### src/rtl/video_line_packer.sv
// Ping-pong line store: accepts a gappy pixel stream, re-emits each complete line as one
// gap-free burst with frame/line markers, and flags frames whose length disagrees with s_tlast.
module video_line_packer #(
  parameter int DATA_W = 8,
  parameter int WIDTH  = 16,
  parameter int HEIGHT = 10,
  parameter int CNT_W  = 10
) (
  input  logic              clk,
  input  logic              rstn,
  input  logic [DATA_W-1:0] s_tdata,
  input  logic              s_tvalid,
  input  logic              s_tlast,
  output logic              s_tready,
  output logic [DATA_W-1:0] m_tdata,
  output logic              m_tvalid,
  output logic              m_tuser,
  output logic              m_tlast,
  output logic              m_teof,
  input  logic              m_tready,
  output logic              err_early,
  output logic              err_missing,
  output logic [15:0]       frame_cnt
);
  // Handshake: a beat moves on a rising edge where valid and ready are both high; valid,
  // once raised, holds its data steady until the beat is taken.

  localparam int XW = (WIDTH > 1) ? $clog2(WIDTH) : 1;
  localparam logic [CNT_W-1:0] X_LAST = CNT_W'(WIDTH - 1);
  localparam logic [CNT_W-1:0] Y_LAST = CNT_W'(HEIGHT - 1);
  localparam logic [CNT_W-1:0] ONE    = CNT_W'(1);

  typedef enum logic [0:0] {O_IDLE, O_SEND} o_state_e;

  logic [DATA_W-1:0] mem_q [2][WIDTH];
  logic [1:0]        full_q, full_d;
  logic              wb_q, rb_q, rdy_en_q;
  logic [CNT_W-1:0]  wr_x_q, wr_y_q, rd_x_q;
  logic [CNT_W-1:0]  line_y_q [2];
  o_state_e          o_state_q;
  logic              m_tvalid_q, err_early_q, err_missing_q;
  logic [15:0]       frame_cnt_q;

  logic             s_fire, m_fire, frame_end, tlast_early, line_done, rd_line_done;
  logic [CNT_W-1:0] rd_y;

  assign s_tready     = rdy_en_q & ~full_q[wb_q];
  assign s_fire       = s_tvalid & s_tready;
  assign frame_end    = (wr_x_q == X_LAST) && (wr_y_q == Y_LAST);
  assign tlast_early  = s_fire & s_tlast & ~frame_end;
  assign line_done    = s_fire & ~tlast_early & (wr_x_q == X_LAST);
  assign m_fire       = m_tvalid_q & m_tready;
  assign rd_line_done = m_fire & (rd_x_q == X_LAST);

  // The row index travels with each stored line, so a resync after an early s_tlast
  // restarts the output row count exactly at the first line of the new frame.
  assign rd_y = line_y_q[rb_q];

  assign m_tvalid    = m_tvalid_q;
  assign m_tdata     = mem_q[rb_q][rd_x_q[XW-1:0]];
  assign m_tlast     = m_tvalid_q & (rd_x_q == X_LAST);
  assign m_tuser     = m_tvalid_q & (rd_x_q == '0) & (rd_y == '0);
  assign m_teof      = m_tlast & (rd_y == Y_LAST);
  assign err_early   = err_early_q;
  assign err_missing = err_missing_q;
  assign frame_cnt   = frame_cnt_q;

  // A bank is never set and cleared on the same edge: the writer only fills a non-full bank.
  always_comb begin
    full_d = full_q;
    if (rd_line_done) full_d[rb_q] = 1'b0;
    if (line_done)    full_d[wb_q] = 1'b1;
  end

  always_ff @(posedge clk) begin
    if (s_fire) mem_q[wb_q][wr_x_q[XW-1:0]] <= s_tdata;
  end

  always_ff @(posedge clk or negedge rstn) begin
    if (!rstn) begin
      rdy_en_q      <= 1'b0;
      full_q        <= '0;
      wb_q          <= 1'b0;
      wr_x_q        <= '0;
      wr_y_q        <= '0;
      line_y_q[0]   <= '0;
      line_y_q[1]   <= '0;
      err_early_q   <= 1'b0;
      err_missing_q <= 1'b0;
    end else begin
      rdy_en_q      <= 1'b1;
      full_q        <= full_d;
      err_early_q   <= tlast_early;
      err_missing_q <= s_fire & frame_end & ~s_tlast;
      if (s_fire) begin
        if (tlast_early) begin
          wr_x_q <= '0;
          wr_y_q <= '0;
        end else if (wr_x_q == X_LAST) begin
          wr_x_q         <= '0;
          wr_y_q         <= (wr_y_q == Y_LAST) ? '0 : wr_y_q + ONE;
          wb_q           <= ~wb_q;
          line_y_q[wb_q] <= wr_y_q;
        end else begin
          wr_x_q <= wr_x_q + ONE;
        end
      end
    end
  end

  always_ff @(posedge clk or negedge rstn) begin
    if (!rstn) begin
      o_state_q   <= O_IDLE;
      m_tvalid_q  <= 1'b0;
      rd_x_q      <= '0;
      rb_q        <= 1'b0;
      frame_cnt_q <= '0;
    end else begin
      case (o_state_q)
        O_IDLE: begin
          if (full_q[rb_q]) begin
            o_state_q  <= O_SEND;
            m_tvalid_q <= 1'b1;
          end
        end
        O_SEND: begin
          if (m_fire) begin
            if (m_teof) frame_cnt_q <= frame_cnt_q + 16'd1;
            if (rd_x_q == X_LAST) begin
              rd_x_q <= '0;
              rb_q   <= ~rb_q;
              // Chain straight into the other bank only if it was already full.
              if (!full_q[~rb_q]) begin
                o_state_q  <= O_IDLE;
                m_tvalid_q <= 1'b0;
              end
            end else begin
              rd_x_q <= rd_x_q + ONE;
            end
          end
        end
        default: begin
          o_state_q  <= O_IDLE;
          m_tvalid_q <= 1'b0;
        end
      endcase
    end
  end

endmodule

### config.mk
export PLATFORM = sky130hd
export DESIGN_NAME = video_line_packer
export DESIGN_NICKNAME = d
export VERILOG_FILES = /design/src/rtl/video_line_packer.sv
export SDC_FILE = /design/constraint.sdc
export NUM_CORES = 1
export LEC_CHECK = 0
export ABC_CLOCK_PERIOD_IN_PS = 3000
export CAP_MARGIN = 20
export CORE_UTILIZATION = 63
export DETAILED_ROUTE_END_ITERATION = 7
export DONT_BUFFER_PORTS = 1
export GPL_TIMING_DRIVEN = 0
export PLACE_DENSITY = 0.8
export SLEW_MARGIN = 10
export SYNTH_ARGS = -nofsm -noshare
export SYNTH_HDL_FRONTEND = slang
export SYNTH_SLANG_ARGS = --single-unit
### constraint.sdc
create_clock -name clk -period 3 [get_ports clk]
set_input_delay 0.6 -clock clk [delete_from_list [all_inputs] [get_ports clk]]
set_output_delay 0.6 -clock clk [all_outputs]
set_load 0.01 [all_outputs]
**After elaboration in Yosys (flattened, before gate mapping)**

Memories as Yosys holds them, arrays and structs flattened.
Cells that the tools add are included.

- Bits in writable memories: 256
- Input port bits: 13
- Register bits after elaboration: 75
- Memories kept: 1
- Output and inout port bits: 31
- Word-level logic and storage cells: 121

Memories:

| name | words | width | rd ports | clocked after memory_dff | wr ports | line | RTL |
|---|---|---|---|---|---|---|---|
| mem_q | 2 | 128 | 1 | 0 | 1 | 35 | `logic [DATA_W-1:0] mem_q [2][WIDTH];` |

- Bitwise gates (word level): 28
- Mux-type cells: 41
- Add/sub/neg operators: 4
- Reduce and logical (&&, ||, !) cells: 14
- Equal/unequal tests: 8
- Order comparisons: 11

Operators with widths:

| operator | count |
|---|---|
| 128-bit two-way mux | 1 |
| 10-bit two-way mux | 10 |
| 10-bit by 4-bit == test with 1-bit output (second input constant) | 4 |
| 8-bit binary-select mux with 4-bit select | 1 |
| 8-bit demux with 4-bit select | 1 |
| 10-bit by 1-bit adder with 10-bit output (second input constant) | 3 |
| 8-bit two-way mux | 3 |
| 20-bit bitwise mux | 1 |
| 10-bit logical NOT | 2 |
| 1-bit two-way mux | 17 |
| 16-bit by 1-bit adder with 16-bit output (second input constant) | 1 |
| 1-bit AND | 14 |
| 10-bit demux with 1-bit select | 1 |
| 5-bit >= comparator (second input constant) | 2 |
| 4-bit inverter with 5-bit output | 2 |
| 3-bit AND reduction | 3 |
| 1-bit inverter | 7 |
| 1-bit by 2-bit < comparator with 1-bit output (second input constant) | 3 |
| 1-bit logical AND | 5 |
| 5-bit by 1-bit < comparator with 1-bit output (second input constant) | 1 |
| 2-bit >= comparator (second input constant) | 2 |
| 2-bit two-way mux | 2 |
| 2-bit by 1-bit inequality test with 1-bit output (second input constant) | 2 |
| 2-bit inequality test (second input constant) | 2 |
| 11 further kinds | 16 |

**Longest topological paths before layout**

Gate-level depths: netlist of run 1.

- Depth in word-level cells: 11
- Depth in mapped cells: 8
- Mapped depth without buffers: 7

**Worst setup path before layout of run 1**

No wires, ideal clock.

- Path type: register -> output
- From: reg rb_q
- To: out m_tdata[2]
- Path buffers: 3
- Data arrival time: 2.034 ns
- Data required time: 2.400 ns
- Path slack: 0.366 ns
- Cell stages (with the launch flop): 7
- Cell sequence: dfrtp_1 clkbuf_1 buf_2 buf_2 mux4_2 a2111oi_0 nor2_1

- Cells in the longest elaborated chain, start to end: 4

RTL lines:

| element | line | RTL |
|---|---|---|
| start, declared | 37 | `logic wb_q, rb_q, rdy_en_q;` |
| start signal, assigned | 131 | `rb_q <= ~rb_q;` |
| memory 2 x 128 bit | - |  |
| 8-bit binary-select mux with 4-bit select | 60 | `assign m_tdata = mem_q[rb_q][rd_x_q[XW-1:0]];` |
| 8-bit two-way mux (implied by the code) (2 in series) | 60 |  |
| end, declared | 15 | `output logic [DATA_W-1:0] m_tdata,` |

Every way passes these cells. The select of a mux whose other input is x is not followed.

**Final worst setup path of run 1**

- From: reg rb_q
- To: out m_tdata[0]

The elaborated chain is that of the path after synthesis.

==> run_results.csv, run 1 <==
group,metric,value,unit
layout,diodes,0,
worst_setup_path,critPathLaunchType,"register",
run_status,status,"finished, violations left",
place,finalWeightedCongestion,0.825,
pwr,power.internal,0.00734,W
logic_synthesis,yosysTopAreaCell,"edfxtp_1",
worst_setup_path,crit_start,"rb_q",
logic_synthesis,synth_area,13600,um2
timing,period_needed,3110,ps
timing,drv_slew,0,
worst_setup_path,end_kind,"output pin",
worst_hold_path,hold_class,"in2reg",
place,numPortBuffers,0,
timing,tightest_slew,923,ps
global_route,gr-total-overflow,0,
pwr,power_leakage,5.90,nW
timing,min_period_over_period,1.04,
detailed_routing,drt-total-wl,33.7,mm
pwr,p_per_area,577,nW/um2
logic_synthesis,synth.area.top_cells,"edfxtp_1 (57%), dfrtp_1 (14%), mux4_2 (8.1%)",
worst_setup_path,crit_required,2400,ps
layout,multi_input_area,4240,um2
logic_synthesis,synth_nets,850,
cts,cts_tree,"built",
detailed_routing,drt_iter0_markers,1064,
global_route,grt_pass1_vias,7979,
cts,cts.clk_slew.worst_paths,60,ps
worst_setup_path,critPathMaxFanout,8,
logic_synthesis,ys.flop_type,"edfxtp_1",
timing,hold_viol,0,
pwr,sequentialPowerShare,0.545,
worst_setup_path,worstReg2RegStart,"wb_q",
global_route,grt_start_max_net_pins,76,
layout,finalNonFillerCells,1185,
logic_synthesis,async_flop_share,0.227,
layout,drive_gt1_frac,0.280,
logic_synthesis,yosysSeqAreaShare,0.703,
layout,fin_util,0.756,
logic_synthesis,synthDominantCellAreaShare,0.565,
floorplan,die_w,149,um
worst_setup_path,criticalPathCategory,"reg2out",
pwr,p_sw_frac,0.201,
logic_synthesis,syn_avg_cell_area,16.4,um2
global_route,antenna_found_initial,0,
layout,syn_to_final_growth,17.1,%
place,place_inst,1106,
floorplan,rows,53,
timing,finClkSkew,15.3,ps
place,dp_hpwl,19.3,mm
pwr,p_comb_frac,0.018,
floorplan,die_area,22200,um2
layout,nNetsFinal,910,
detailed_routing,ant_nets,0,
pwr,vdd_drop_max,0.000471,V
layout,regArea,9570,um2
timing,fmaxAchievable,321,MHz
logic_synthesis,synth.distinct_cells,58,
global_route,grt_pass1_wl,46.0,mm
timing,rsz0062_at_grt,"yes",
worst_setup_path,crit_end,"m_tdata[0]",
floorplan,core-area,21100,um2
cts,h-tree-depth,2,
cts,clk_latency,520,ps
worst_setup_path,crit_arrival,2510,ps
logic_synthesis,synth.ff_latch_count,331,
detailed_routing,vias_per_cell,6.98,
floorplan,ios,44,
pwr,p_sw,0.00185,W
run_status,violations,"negative setup slack",
worst_setup_path,r2r-end,"mem_q[1][1]",
floorplan,initial_utilization,0.645,
detailed_routing,drtPass1Iterations,5,
detailed_routing,vias,8267,
layout,fillers,1067,
timing,worst_slack,-114,ps
pwr,pwr-share-clk,0.437,
timing,setup_violations,7,
floorplan,die_h,149,um
timing,slew_headroom,0.385,
worst_setup_path,r2r_cells,3,
cts,clk_path_buf_depth,3,
global_route,grt_usage,0.287,
detailed_routing,route.detailed.drc,0,
detailed_routing,detail_route.wl_per_cell,28.5,um
logic_synthesis,yosys_warnings,0,
logic_synthesis,netlist_instances,828,
timing,fin_tns_setup,-515,ps
cts,clock_sinks,331,
place,post-place-ws,-586,ps
cts,cts_root_buf,"clkbuf_16",
timing,whs,178,ps
worst_setup_path,rrSetupSlack,110,ps
flow_run,maxCapViolations,0,
cts,numCtsBuffers,34,
logic_synthesis,synth-edff-count,256,
-- power groups by stage --
| stage | combinational [W] | sequential [W] | clock [W] |
|---|---|---|---|
| 6_report | 0.000166 | 0.00501 | 0.00402 |
| 5_1_grt | 0.000179 | 0.00501 | 0.00419 |
| 4_1_cts | 0.000158 | 0.00501 | 0.00398 |
| 3_5_place_dp | 0.000115 | 0.00510 | 0 |
| 3_3_place_gp | 0.000109 | 0.00510 | 0 |
| 2_1_floorplan | 0.0000809 | 0.00509 | 0 |
-- registers in the layout, indices dropped and copies added, names as in the netlist, 2 cells and up --
name,count
full_q,2
rd_x_q,10
frame_cnt,16
mem_q,256
wr_x_q,10
wr_y_q,10
line_y_q,20
-- worst max-delay path: stages (launching register included) --
cell and delay (ps):
dfrtp_2 380, buf_12 160, clkbuf_16 170, buf_4 110, mux4_2 530, o21ai_0 270
and3_4 250, o22ai_2 120
-- routing by layer --
metal | routed length, um | track usage | vias to the layer above
met5 | 0 | 0 | -
li1 | - | - | 3358
met2 | 16800 | 0.451 | 603
met1 | 12300 | 0.385 | 4209
met3 | 3440 | 0.0728 | 97
met4 | 1180 | 0.125 | 0
-- final cells by class --
type	instances	area share
buffer	37	0.0217
inverter	14	0.00330
clock inverter	10	0.00298
clock buffer	48	0.0626
sequential	331	0.600
timing repair buffer	26	0.0216
multi-input combinational	444	0.266
tap	275	0.0216
-- synthesized netlist by cell type, drive strengths merged, types with 8 or more instances --
cell	n
and3	16
buf	24
a221oi	8
nor2	57
mux2	21
nor3	12
xnor2	22
o21ai	19
clkbuf	15
mux2i	43
nand3	21
nand4	13
inv	14
dfrtp	75
nand2	44
a21oi	16
edfxtp	256
ha	9
o22ai	16
mux4	49
-- cells in the final DEF, fill, tap and decap left out, types with 10 or more instances in the layout --
master / count
buf_12: 10
and3_1: 13
nor2_1: 31
dfrtp_1: 73
clkbuf_1: 16
nor2_2: 17
edfxtp_1: 256
nand2_1: 34
mux2i_1: 38
xnor2_1: 22
clkbuf_16: 42
a21oi_1: 14
o21ai_0: 16
inv_1: 12
buf_4: 18
nand4_1: 13
nand3_1: 21
mux4_2: 49
-- metrics by stage --
step | area (um2) | total power (W)
final | 15900 | 0.00919
after global routing | 15900 | 0.00937
after CTS | 15400 | 0.00915
after detailed placement | 14000 | 0.00522
after global placement | 13900 | 0.00521
after floorplan | 13600 | 0.00517
-- worst min path at each step --
stage | startpoint | to | slack [ps] | cells after the start
5_1_grt | s_tdata[2] | mem_q[0][26] | 170 | 0
2_1_floorplan | rstn | err_early | 300 | 0
3_3_place_gp | rstn | frame_cnt[13] | 310 | 0
4_1_cts | s_tdata[6] | mem_q[1][110] | 170 | 0
6_report | s_tdata[3] | mem_q[1][11] | 180 | 0
3_5_place_dp | rstn | frame_cnt[13] | 310 | 0
-- timing repair --
item                                    in CTS  in global routing
gates resized for setup                     97                 67
setup buffers                                6                  9
pin swaps                                    3                 13
endpoints found under the setup margin     203                147
hold endpoints to repair                    75                  0
hold buffers                                 2                  0
cloned                                       0                  5
-- cell families (layout without fill, tap and decap cells) --
kind of cell / after synthesis / in the layout / share of synthesized area
buf+inv: 53 / 135 / 0.0170
xor+xnor: 29 / 29 / 0.0187
mux: 113 / 113 / 0.133
flops: 331 / 331 / 0.703
other cells: 1 / 1 / 0.000276
fa+ha+maj: 9 / 9 / 0.00828
simple gates: 206 / 206 / 0.0777
compound gates: 86 / 86 / 0.0424
(Power assumes the default switching activity.)
==> run 2, diff against run 1 <==
- ABC_AREA: unset -> 1
- CORE_UTILIZATION: 63 -> 64
- PLACE_DENSITY: 0.8 -> 0.81
==> run 2 against run 1 <==
  * Sequential power up 3%
  * Critical endpoint is now m_tdata[5]
  * Largest power group unchanged
  * Combinational power rose to 16 times the previous value
  * Design area is 4.0% higher
  * The flow now finishes without violations
==> run_results.csv, run 2 <==
group,metric,value,unit
logic_synthesis,yosys_warnings,0,
logic_synthesis,ys.flop_type,"edfxtp_1",
worst_setup_path,criticalPathCategory,"reg2out",
worst_hold_path,hold_class,"in2reg",
worst_setup_path,cp_num_buf_inv,5,
global_route,grt_pass1_vias,10498,
layout,multi_input_area,4420,um2
floorplan,ios,44,
global_route,grt_pass1_wl,58.4,mm
place,place_inst,1693,
layout,drive_gt1_frac,0.124,
place,finalWeightedCongestion,0.933,
layout,diodes,0,
cts,clock_sinks,331,
timing,period_needed,2990,ps
timing,rsz0062_at_grt,"yes",
timing,slew_headroom,0.388,
flow_run,maxCapViolations,0,
detailed_routing,detail_route.wl_per_cell,21.8,um
timing,min_period_over_period,0.998,
logic_synthesis,yosysTopAreaCell,"edfxtp_1",
logic_synthesis,synth.area.top_cells,"edfxtp_1 (52%), dfrtp_1 (13%), nand2_1 (6.9%)",
logic_synthesis,yosysSeqAreaShare,0.648,
detailed_routing,drt_iter0_markers,1663,
worst_setup_path,cpMaxStageDelayCell,"dfrtp_1",
worst_setup_path,cp_slowest_stage_delay,390,ps
timing,whs,163,ps
detailed_routing,drtPass1Iterations,8,
global_route,antenna_found_initial,0,
global_route,gr-total-overflow,0,
logic_synthesis,netlist_instances,1408,
logic_synthesis,synth.distinct_cells,44,
run_status,status,"finished, final reports clean",
logic_synthesis,async_flop_share,0.227,
timing,finClkSkew,13.0,ps
worst_setup_path,crit_required,2400,ps
logic_synthesis,syn_avg_cell_area,10.5,um2
layout,largest_register_ff_count,256,
layout,final_common_cell,"nand2_1",
worst_setup_path,crit_arrival,2390,ps
floorplan,die_h,154,um
cts,cts_root_buf,"clkbuf_16",
cts,numCtsBuffers,35,
floorplan,rows,55,
layout,mostFrequentLayoutCells,"nand2_1 (267), edfxtp_1 (256), nor2_1 (239)",
cts,h-tree-depth,2,
cts,cts_tree,"built",
layout,syn_to_final_growth,12.3,%
floorplan,initial_utilization,0.652,
floorplan,core-area,22600,um2
timing,fmaxAchievable,334,MHz
global_route,grt_usage,0.329,
place,dp_hpwl,24.2,mm
layout,finalNonFillerCells,1763,
logic_synthesis,synth_area,14800,um2
logic_synthesis,synth.ff_latch_count,331,
worst_setup_path,critPathLaunchType,"register",
layout,nNetsFinal,1476,
logic_synthesis,synth-edff-count,256,
detailed_routing,route.detailed.drc,0,
pwr,vdd_drop_max,0.000545,V
timing,tightest_slew,914,ps
timing,drv_slew,0,
pwr,p_per_area,733,nW/um2
logic_synthesis,synth_nets,1430,
detailed_routing,ant_nets,0,
worst_setup_path,critPathMaxFanout,10,
worst_setup_path,end_kind,"output pin",
detailed_routing,vias,10985,
cts,clk_latency,510,ps
detailed_routing,drt-total-wl,38.4,mm
timing,setup_violations,0,
layout,fillers,1418,
global_route,grt_start_max_net_pins,76,
logic_synthesis,yosys.cell_count.top_type,"nand2_1",
worst_setup_path,critPathTopFamily,"buffers and inverters",
timing,hold_viol,0,
layout,regArea,9570,um2
cts,cts.clk_slew.worst_paths,60,ps
worst_setup_path,path_cells,"buf_6 -> inv_8 -> buf_12 -> buf_12 -> buf_6 -> o21ai_1 -> o211ai_1 -> nand3_1 -> nand2_1 -> nand2_1 -> nand2_2",
floorplan,die_w,154,um
place,numPortBuffers,0,
detailed_routing,vias_per_cell,6.23,
cts,clk_path_buf_depth,3,
logic_synthesis,synth_commonest_cells,"nand2_1 (273), edfxtp_1 (256), nor2_1 (241), o21ai_0 (134), inv_1 (91)",
pwr,power_leakage,6.46,nW
floorplan,die_area,23700,um2
logic_synthesis,synthDominantCellAreaShare,0.521,
[run 2: kinds of logic (layout without fill, tap and decap cells)]
kind of cell | count (synthesis) | in the layout | share of synthesized area
adders and majority gates | 9 | 9 | 0.00763
xor gates and xnor gates | 16 | 16 | 0.00950
muxes | 1 | 1 | 0.000678
AOI/OAI and AO/OA | 208 | 208 | 0.0791
and+or+nand+nor | 673 | 673 | 0.198
other | 1 | 1 | 0.000254
DFF | 331 | 331 | 0.648
buffers and inverters | 169 | 239 | 0.0567
[run 2: what timing repair did]
action | 4_1_cts | 5_1_grt
endpoints found under the hold margin | 75 | 0
setup buffers | 1 | 4
hold buffers | 2 | 0
gates cloned | 0 | 3
pin swaps | 8 | 12
setup endpoints to repair | 9 | 9
gates resized for setup | 27 | 78
[run 2: worst paths after layout]
path | from | endpoint | slack (ps) | depth (start not counted)
worst max-delay path | rb_q | m_tdata[5] | 6 | 11
worst min-delay path | s_tlast | err_missing | 160 | 1
worst max register to register | full_q[1] | mem_q[0][57] | 370 | 8
worst min register to register | line_y_q[3] | line_y_q[3] | 470 | 2
max in group asynchronous | rstn | rd_x_q[0] | 2050 | 2
min in group asynchronous | rstn | wr_y_q[0] | 630 | 2
[run 2: worst reg2reg max path, cell delays in order, from the launching register on]
cell and delay [ps]:
dfrtp_1 400, nand2_1 70, nand2_1 70, a21oi_4 180, nand2_2 110, buf_6 160, nor2_1 340, nand2_1 230
nor2_1 690
[run 2: power breakdown]
| group | leakage [nW] | internal, W | switching (W) |
|---|---|---|---|
| Clock | 0.560 | 0.00262 | 0.00172 |
| Combinational | 2.59 | 0.000764 | 0.00187 |
| Sequential | 3.31 | 0.00507 | 0.000102 |
[run 2: layout make-up]
class                      count  area share
buffer                        71      0.0357
clock inverter                14     0.00997
multi-input combinational    908       0.267
timing repair buffer          10     0.00785
tap                          285      0.0215
sequential                   331       0.577
inverter                      97      0.0224
clock buffer                  47      0.0587
[run 2: layer usage]
layer	global-route usage	wire [um]	vias to the layer above
met5	0	0	-
met4	0.134	1300	0
met3	0.0820	5040	109
met2	0.509	17700	810
met1	0.450	14400	5156
li1	-	-	4910
[run 2: through the flow]
step	instance area, um2	setup TNS, ps	utilization	power, W	setup WS [ps]
after floorplan	14800	0	-	0.00676	886
after global placement	15100	0	0.668	0.00750	287
after detailed placement	15100	0	0.668	0.00756	213
after CTS	16400	-86.5	0.722	0.0119	-64.8
after global routing	16600	-190	0.732	0.0125	-63.9
final	16600	0	0.732	0.0121	5.94
